File: src/rtl/rvga_mem_arbiter.sv
// rvga_mem_arbiter: two-requester (fetch / data) arbiter in front of a
// single-ported memory. One transaction is outstanding at a time; requests are
// latched into registered mem_* strobes and the response is steered back to
// the granted port.
// Optional feature: define RVGA_MEM_ARB_RR_EN for round-robin tie-break;
// otherwise the data port has fixed priority on ties.
module rvga_mem_arbiter #(
   parameter int unsigned addr_width_p = 32,
   parameter int unsigned data_width_p = 32
) (
   input  logic                    clk_i,
   input  logic                    rst_i,
   input  logic                    i_r_v_i,
   input  logic [addr_width_p-1:0] i_addr_i,
   output logic [data_width_p-1:0] i_data_o,
   output logic                    i_resp_v_o,
   input  logic                    d_r_v_i,
   input  logic                    d_w_v_i,
   input  logic [addr_width_p-1:0] d_addr_i,
   input  logic [data_width_p-1:0] d_data_i,
   output logic [data_width_p-1:0] d_data_o,
   output logic                    d_resp_v_o,
   output logic                    mem_r_v_o,
   output logic                    mem_w_v_o,
   output logic [addr_width_p-1:0] mem_addr_o,
   output logic [data_width_p-1:0] mem_data_o,
   input  logic [data_width_p-1:0] mem_data_i,
   input  logic                    mem_resp_v_i,
   output logic                    err_o
);

   typedef enum logic {
      IDLE,
      BUSY
   } state_t;

   state_t                  state;
   logic                    owner_d;    // 1: data port owns the outstanding transaction
   logic [data_width_p-1:0] i_data_q;
   logic [data_width_p-1:0] d_data_q;
   logic                    i_req;
   logic                    d_req;
   logic                    grant_d;
   logic                    resp_cycle;

`ifdef RVGA_MEM_ARB_RR_EN
   logic last_d;                        // 1: data port was granted last
`endif

   // Winner selection for the current IDLE cycle
   always_comb begin
      i_req = i_r_v_i;
      d_req = d_r_v_i | d_w_v_i;
`ifdef RVGA_MEM_ARB_RR_EN
      grant_d = d_req & (~i_req | ~last_d);
`else
      grant_d = d_req;
`endif
   end

   // Response steering: strobes and read data are combinational in the response cycle
   always_comb begin
      resp_cycle = (state == BUSY) & mem_resp_v_i;
      i_resp_v_o = resp_cycle & ~owner_d;
      d_resp_v_o = resp_cycle & owner_d;
      i_data_o   = i_resp_v_o ? mem_data_i : i_data_q;
      d_data_o   = (d_resp_v_o & mem_r_v_o) ? mem_data_i : d_data_q;
   end

   // Arbitration FSM with registered memory strobes and per-port read-data holding
   always_ff @(posedge clk_i) begin
      if (rst_i) begin
         state      <= IDLE;
         owner_d    <= 1'b0;
         mem_r_v_o  <= 1'b0;
         mem_w_v_o  <= 1'b0;
         mem_addr_o <= '0;
         mem_data_o <= '0;
         i_data_q   <= '0;
         d_data_q   <= '0;
         err_o      <= 1'b0;
`ifdef RVGA_MEM_ARB_RR_EN
         last_d     <= 1'b1;
`endif
      end else begin
         case (state)
            IDLE: begin
               if (i_req | d_req) begin
                  state   <= BUSY;
                  owner_d <= grant_d;
`ifdef RVGA_MEM_ARB_RR_EN
                  last_d  <= grant_d;
`endif
                  if (grant_d) begin
                     // a simultaneous read+write is issued as a write and flagged
                     mem_r_v_o  <= ~d_w_v_i;
                     mem_w_v_o  <= d_w_v_i;
                     mem_addr_o <= d_addr_i;
                     mem_data_o <= d_data_i;
                     if (d_r_v_i & d_w_v_i) begin
                        err_o <= 1'b1;
                     end
                  end else begin
                     mem_r_v_o  <= 1'b1;
                     mem_w_v_o  <= 1'b0;
                     mem_addr_o <= i_addr_i;
                  end
               end
            end
            BUSY: begin
               if (mem_resp_v_i) begin
                  state     <= IDLE;
                  mem_r_v_o <= 1'b0;
                  mem_w_v_o <= 1'b0;
                  if (mem_r_v_o) begin
                     if (owner_d) begin
                        d_data_q <= mem_data_i;
                     end else begin
                        i_data_q <= mem_data_i;
                     end
                  end
               end
            end
            default: state <= IDLE;
         endcase
      end
   end

endmodule

File: config.mk
export PLATFORM = sky130hd
export DESIGN_NAME = rvga_mem_arbiter
export DESIGN_NICKNAME = d
export VERILOG_FILES = /design/src/rtl/rvga_mem_arbiter.sv
export SDC_FILE = /design/constraint.sdc
export NUM_CORES = 1
export LEC_CHECK = 0
export BUFFER_PORTS_ARGS = -buffer_cell sky130_fd_sc_hd__buf_2
export CAP_MARGIN = 10
export CORE_MARGIN = 1
export CORE_UTILIZATION = 50
export DETAILED_ROUTE_END_ITERATION = 16
export GPL_TIMING_DRIVEN = 0
export PLACE_DENSITY = 0.92
export RECOVER_POWER = 25
export SLEW_MARGIN = 0
export SYNTH_ARGS = -nofsm -noshare
export SYNTH_HDL_FRONTEND = slang
export SYNTH_SLANG_ARGS = --single-unit
File: constraint.sdc
create_clock -name clk_i -period 2.1 [get_ports clk_i]
set_input_delay 0.21 -clock clk_i [delete_from_list [all_inputs] [get_ports clk_i]]
set_output_delay 0.21 -clock clk_i [all_outputs]
set_load 0.01 [all_outputs]
; ---- Yosys cells after proc, flatten, opt, wreduce, memory -nomap -nowiden
; Index checks and enable logic that the tools add are counted.
[op_classes]
eq_ne = 2
n_mux = 13
n_bitwise = 10
n_reduce_logical = 6
[op_table]
columns = op, count
row1 = two-way mux 32 bit, 3
row2 = AND reduction 4 bit, 3
row3 = two-way mux 1 bit, 7
row4 = one-hot mux 1 bit (2 select lines), 3
row5 = AND 1 bit, 5
row6 = inequality test 2 bit (second input constant), 2
row7 = AND reduction 2 bit, 2
row8 = inverter 1 bit, 3
row9 = AND reduction 3 bit, 1
row10 = bitwise OR 1 bit, 2
[totals]
reg_bits = 133
inputBits = 134
output_inout_bits = 133
wordCells = 40

; ---- Longest topological paths before layout
; Gate-level depths: netlist of run 1.
[logic_depth]
depth_word = 4
depth_mapped = 6
ltp_nobuf = 3

; ---- Worst setup path before layout of run 1
; No wires, ideal clock.
[synth_timing]
path_kind = register -> register
from = reg mem_r_v_o
to = reg d_data_q[10]
setup_ps = 128
arrival_time_ps = 1293
required_ps = 1972
setup_slack_ps = 679
stages_incl_launch_ff = 5
n_path_buf = 1
period_less_slack_ps = 1421
path_cell_list = dfxtp_1 nand4_2 buf_2 mux2_1 nor2b_1
[synth_via]
elab_chain_cells = 1
[synth_lines]
columns = item, line
row1 = from (decl), 23  ; output logic mem_r_v_o,
row2 = from (signal assigned), 96  ; mem_r_v_o <= ~d_w_v_i;
row3 = AND reduction 4 bit (no line), --
row4 = to (signal assigned), 117  ; d_data_q <= mem_data_i;
row5 = to (decl), 40  ; logic [data_width_p-1:0] d_data_q;
; Every way passes these cells.
; A chain may end at the register's enable or synchronous reset.

; ---- Worst setup path in the final report of run 1
[layout_timing]
from = reg state
to = out d_data_o[28]
[layout_via]
elab_chain_cells = 4
[layout_lines]
columns = item, line
row1 = from (decl), 37  ; state_t state;
row2 = from (signal assigned), 73  ; state <= IDLE;
row3 = from (signal assigned), 89  ; state <= BUSY;
row4 = from (signal assigned), 112  ; state <= IDLE;
row5 = AND 1 bit, 63  ; resp_cycle = (state == BUSY) & mem_resp_v_i;
row6 = AND 1 bit, 65  ; d_resp_v_o = resp_cycle & owner_d;
row7 = AND 1 bit, 67  ; d_data_o = (d_resp_v_o & mem_r_v_o) ? mem_data_i : d_data_q;
row8 = two-way mux 32 bit, 67
row9 = to (decl), 21  ; output logic [data_width_p-1:0] d_data_o,
; Every way passes these cells.

==> impl_results.md, run 1 <==
- GRT overflow: 0
- FF+latch count, synth: around 130
- Commonest cells in the synthesized netlist: 133 x dfxtp_1, 129 x nand2_1, 100 x a21oi_1
- IO Port Bufs: 263
- Cell variety after synth: 29
- Post-Syn Instances: 595
- CORE AREA: ~11000 um2
- Placed cell count: around 1000
- Initial Util: 0.5145
- Most common cell in the netlist: dfxtp_1
- Asr flop ratio synth: 0
- Gpl congestion: approximately 0.8
- Setup TNS: 0 ns
- Slew Viols, Final: 0
- Final WL: 19020 um
- Worst Clk Skew: slightly above 0.009 ns
- Power per Cell Area: between 700 and 800 nW/um2
- Leakage: around 4.0 nW
- Post-DP HPWL: 11820 um
- ANT nets after route: 0
- Top cells by area, synth: dfxtp_1 48%, a21oi_1 9.0%, nand2_1 8.7%
- Site Rows: 38
- Fill count: around 730
- Fmax: a little under 500 MHz
- Reg2reg path depth: 5
- Top cell type's share of synthesized area: 0.4773
- Reg-to-reg setup timing slack: 0.47 ns
- Worst Path Arrival: ~1.8 ns
- Required time of the critical path: between 1.5 and 2 ns
- Max stage delay on crit path: 0.39 ns
- Worst hold path class: in2reg
- Syn Std Cell Area: 5578 um2
- Max stage delay cell, worst path: dfxtp_2
- Reg-to-reg startpoint: state
- Crit path capture type: primary output
- Via density per instance: between 5 and 6
- Fraction of layout instances using a drive strength above 1: 0.3967
- EDFF count, synth: 0
- Largest net degree at the start of global routing: 17
- First-pass GRT wire length: between 20000 and 30000 um
- Longest Clk Path Bufs: 2
- Die Wd: 107.6 um
- Period utilisation layout: 0.9628
- Primary FF master, synth: dfxtp_1
- Reg-to-reg critical path endpoint: i_data_q[14]
- Multi-input gate area: approximately 2700 um2
- Synth area leader: dfxtp_1
- CP cell instances: nand4_4 > buf_4 > mux2_1 > buf_2
- CTS buffer count: 17
- Wire per inst: between 15 and 20 um
- Clk root buf: clkbuf_8
- GRT Overall Usage: 0.3275
- CTS Sinks: between 100 and 150
- Vias in the first global route: 6062
- Worst Setup EP: d_data_o[28]
- Crit start category: register
- IO Pins: around 270
- Drt drc: 0
- Tmin final: ~2.0 ns
- H-tree depth: 4
- Area grow syn2layout: 50.72%
- Iteration-0 DRC Markers: about 400
- Post-layout util: 0.7755
- CP startpoint: state
- Max Cap Viol: 0
- Total Nets Final: ~1100
- Syn avg cell area: 9.375 um2
- WS Path Type: reg2out
- Final hold vios: 0
- Slew HR: 0.6014
- Drt pass-1 iters: 5
- Antenna violations before repair: 1
- Sequential area share after synthesis: 0.4773
- Outcome: completed
- Non-Filler Instances: 1099
- # setup viols final: 0
- Max Fanout on Critical Path: 10
- Worst ir drop on vdd: 0.6748 mV
- Syn Nets: approximately 730
- Vias: roughly 5900
- Reg clk slew, reported paths: ~0.060 ns
- RSZ-0062 raised after global routing: yes
- Slew at the pin with the worst max-slew slack: 0.5980 ns
- Die Area: ~12000 um2
- Die H: between 100 and 150 um
- CTS tree: yes
- Sequential Area: 2669 um2
- Clk Latency, worst-skew pair: approximately 0.52 ns
- Ys Warns: 0
-- layout make-up --
class                   instances  share of cell area
repair buffers                331              0.2371
clock buffers                  18             0.05090
inverters                       3            0.001339
well taps                     140             0.02084
flip-flops and latches        133              0.3175
plain buffers                  50             0.03498
clock inverters                14             0.02099
multi-input cells             409              0.3161
diodes                          1           0.0002977
-- sequential cells by signal, indices dropped and copies added (netlist names) --
signal / cells
mem_data_o: 32
mem_r_v_o: 1
d_data_q: 32
owner_d: 1
mem_w_v_o: 1
mem_addr_o: 32
err_o: 1
i_data_q: 32
state: 1
-- cell families after synthesis --
logic type             synth area share
DFF                              0.4773
AOI/OAI and AO/OA                0.1429
buffers and inverters           0.04845
and+or+nand+nor                  0.1380
muxes                            0.1934
-- power breakdown --
group          total (W)  switching [W]  internal, W
Clock            0.00301        0.00115      0.00185
Combinational   0.000972       0.000515     0.000457
Sequential       0.00271      0.0000690      0.00265
Total            0.00669        0.00174      0.00496
-- worst max-delay path: cells and delay by family, from the launching register on --
kind / cells / cell delay (ns)
and+or+nand+nor: 1 / 0.16
buffers and inverters: 2 / 0.38
muxes: 1 / 0.36
DFF: 1 / 0.39
-- what timing repair did --
action / 4_1_cts / 5_1_grt
buffers inserted: 2 / 1
cloned: 0 / 0
endpoints found under the setup margin: 59 / 31
gates resized for setup: 9 / 9
hold endpoints to repair: 65 / 0
hold buffers: 65 / 0
-- through the flow --
stage	area, um2	setup WS [ns]	total power (W)	hold slack (ns)
final	8407	0.07807	0.006694	0.03092
after global routing	8407	-0.01269	0.006927	0.02169
after CTS	8364	0.003636	0.006650	0.01470
after detailed placement	7069	0.2688	0.003587	0.4442
after global placement	7069	0.3234	0.003563	0.4389
after floorplan	5578	0.6787	0.003199	0.3220
-- layer usage --
metal / GRT usage / up-vias / share of wire
met5: 0 / - / 0
met4: 0.1879 / 0 / 0.038
met3: 0.09322 / 75 / 0.066
met2: 0.5920 / 304 / 0.53
met1: 0.3354 / 2766 / 0.37
li1: - / 2758 / -
-- worst min path at each step --
stage	slack, ns	depth (start not counted)	endpoint	startpoint
6_report	0.03	3	mem_addr_o[19]	d_addr_i[19]
5_1_grt	0.02	3	mem_w_v_o	d_w_v_i
4_1_cts	0.01	3	mem_w_v_o	d_w_v_i
3_5_place_dp	0.44	2	mem_data_o[8]	mem_data_o[8]
3_3_place_gp	0.44	2	mem_data_o[17]	mem_data_o[17]
2_1_floorplan	0.32	1	state	mem_resp_v_i
-- cells in the final DEF, fill, tap and decap left out, types with 2 or more instances in the layout --
| cell | n |
|---|---|
| mux2_2 | 39 |
| dfxtp_1 | 130 |
| buf_6 | 7 |
| mux2_1 | 14 |
| nor2b_1 | 33 |
| inv_6 | 3 |
| dlygate4sd3_1 | 65 |
| clkinv_4 | 4 |
| a211oi_1 | 32 |
| mux2i_1 | 32 |
| nor2_1 | 3 |
| buf_8 | 3 |
| mux2_4 | 11 |
| clkinv_2 | 2 |
| buf_2 | 276 |
| a21oi_1 | 100 |
| clkinvlp_4 | 2 |
| inv_1 | 2 |
| clkbuf_8 | 2 |
| clkbuf_16 | 16 |
| bufinv_16 | 3 |
| buf_4 | 5 |
| clkbuf_1 | 25 |
| dfxtp_2 | 2 |
| nand2_1 | 129 |
| o21ai_0 | 4 |
No activity file was read; power rests on OpenSTA's default activity.
==> inputs of run 2 (changes only) <==
--- a/config.mk
+++ b/config.mk
@@ -15,2 +15,3 @@
 export RECOVER_POWER = 25
+export SKIP_CTS_REPAIR_TIMING = 1
 export SLEW_MARGIN = 0
==> constraint.sdc (replaced) <==
create_clock -name clk_i -period 2.1 [get_ports clk_i]
set_input_delay 0.105 -clock clk_i [delete_from_list [all_inputs] [get_ports clk_i]]
set_output_delay 0.105 -clock clk_i [all_outputs]
set_load 0.01 [all_outputs]
==> run 2 against run 1 <==
The run now ends with hold timing left. Clock skew is 0.0051 ns higher. Sequential share of layout area is 1.7 points lower. Cell count is 5.2% higher. Register-to-register slack worse by 0.10 ns. Critical endpoint is now i_data_o[20].
==> impl_results.md, run 2 (synthesis results as in run 1) <==
- Reg-to-reg critical path endpoint: i_data_q[20]
- Reg-to-reg setup timing slack: 0.37 ns (-0.10 ns)
- Min-Delay Endpoint: mem_addr_o[16]
- Die Wd: 107.6 um (unchanged)
- Vias: 6367 (+7.9%)
- H-tree depth: 4 (unchanged)
- Placed cell count: 998 (unchanged)
- Die Area: 11580 um2 (unchanged)
- GRT Overall Usage: 0.2779 (-0.04959)
- Max Fanout on Critical Path: 10 (unchanged)
- Reg-to-reg startpoint: state
- Final WL: 21780 um (+14%)
- Max stage delay on crit path: 0.38 ns (about the same)
- Largest net degree at the start of global routing: 17 (unchanged)
- Sequential Area: 2664 um2 (-0.19%)
- CTS Sinks: 133 (unchanged)
- Slew at the pin with the worst max-slew slack: 0.5972 ns (-0.0007449 ns)
- Worst Clk Skew: 0.01416 ns (+0.005068 ns)
- Worst Path Arrival: 1.94 ns (+0.13 ns)
- Drt pass-1 iters: 5 (unchanged)
- Power per Cell Area: 771.0 nW/um2 (-3.2%)
- Buffer and inverter count on the worst path: 3 (+1)
- Area grow syn2layout: 58.93%
- First-pass GRT wire length: 24740 um (-15%)
- Antenna fix cells: 0 (-1)
- Slew Viols, Final: 0 (unchanged)
- Reg2reg path depth: 5 (unchanged)
- CP cell instances: nand3b_1 > buf_4 > clkbuf_4 > mux2_2 > buf_2
- Multi-input gate area: 2654 um2 (-0.14%)
- Max Cap Viol: 0 (unchanged)
- ANT nets after route: 0 (unchanged)
- Leakage: 3.994 nW (-0.54%)
- Non-Filler Instances: 1156 (+5.2%)
- Tmin final: 2.044 ns (+0.02185 ns)
- # setup viols final: 0 (unchanged)
- Clk Latency, worst-skew pair: 0.53 ns (about the same)
- Site Rows: 38 (unchanged)
- Crit path capture type: primary output
- Via density per instance: 5.508 (+2.5%)
- Outcome: finished, violations left
- Placed inst area: 7069 um2 (unchanged)
- Post-DP HPWL: 11820 um (unchanged)
- IO Pins: 267 (unchanged)
- Gpl congestion: 0.8035 (unchanged)
- Slew HR: 0.6019 (about the same)
- Required time of the critical path: 2.00 ns (+0.11 ns)
- Worst hold path class: in2reg
- Total Nets Final: 1137 (+5.4%)
- Top delay family on crit path: buffers and inverters
- Period utilisation layout: 0.9732 (+0.01041)
- Reg clk slew, reported paths: 0.06 ns (about the same)
- CORE AREA: 10840 um2 (unchanged)
- Hold Path Stages: 3 (unchanged)
- Crit start category: register
- Vias in the first global route: 5202 (-14%)
- Fmax: 489.3 MHz (-1.1%)
- Hold Startpoint: d_addr_i[16]
- CTS buffer count: 17 (unchanged)
- Commonest non-fill, non-tap cells in the layout: 210 x buf_2, 132 x dfxtp_1, 129 x nand2_1, 122 x dlygate4sd3_1, 100 x a21oi_1
- Worst ir drop on vdd: 0.6109 mV (-9.5%)
- Longest Clk Path Bufs: 2 (unchanged)
- Failing checks: hold timing
- Max stage delay cell, worst path: dfxtp_2
- Drt drc: 0 (unchanged)
- Antenna violations before repair: 0 (-1)
- Wire per inst: 18.84 um (+8.8%)
- Most common cell after layout, fill and taps aside: buf_2
- Die H: 107.6 um (unchanged)
- Initial Util: 0.5145 (unchanged)
- Fin Hold WS: -0.01100 ns (-0.04192 ns)
- Final hold vios: 1 (+1)
- Clk root buf: clkbuf_8
- WS Path Type: reg2out
- Fill count: 646 (-11%)
- Iteration-0 DRC Markers: 414 (+4.3%)
- IO Port Bufs: 263 (unchanged)
- Final Cell Area: 8865 um2 (+5.4%)
- GRT overflow: 0 (unchanged)
- Fraction of layout instances using a drive strength above 1: 0.3081 (-0.08859)
- CTS tree: yes
## run 2: power by group
group	switching, W	internal, W	total [W]
Sequential	0.0000832	0.00265	0.00273
Clock	0.00117	0.00185	0.00303
Combinational	0.000569	0.000510	0.00108
## run 2: metal layers
metal,up-vias,global-route usage,part of all wire
met3,109,0.07990,0.077
met4,0,0.1115,0.050
met1,2982,0.3071,0.36
met2,410,0.4973,0.51
li1,2866,-,-
met5,-,0,0
## run 2: final cells by class
type / count / area share
sequential: 133 / 0.3005
inverter: 3 / 0.001270
tap: 140 / 0.01976
timing repair buffer: 389 / 0.2803
clock inverter: 14 / 0.01990
buffer: 50 / 0.03063
multi-input combinational: 409 / 0.2994
clock buffer: 18 / 0.04827
## run 2: worst max-delay path by stage
stage / from / to / slack [ns] / cells after the start
global route: state / i_data_o[20] / -0.01 / 5
global placement: owner_d / i_data_o[27] / 0.43 / 4
finish: owner_d / i_data_o[20] / 0.06 / 5
CTS: owner_d / i_data_o[16] / -0.13 / 4
floorplan: mem_r_v_o / d_data_q[10] / 0.68 / 4
detailed placement: rst_i / mem_addr_o[29] / 0.37 / 4
## run 2: tightest hold or removal path: stages
cell	delay, ns
buf_2	0.10
mux2i_1	0.16
a211oi_1	0.09
## run 2: stage by stage
step	total power, W	util	setup TNS (ns)	worst slack [ns]	hold slack (ns)
after global placement	0.003563	0.6521	0	0.4284	0.3449
after CTS	0.006548	0.7079	-3.401	-0.1329	-0.1914
final	0.006835	0.8178	0	0.05622	-0.01100
after detailed placement	0.003587	0.6521	0	0.3738	0.3507
after global routing	0.007032	0.8178	-0.01371	-0.01371	0.007291
after floorplan	0.003199	-	0	0.6787	0.2170
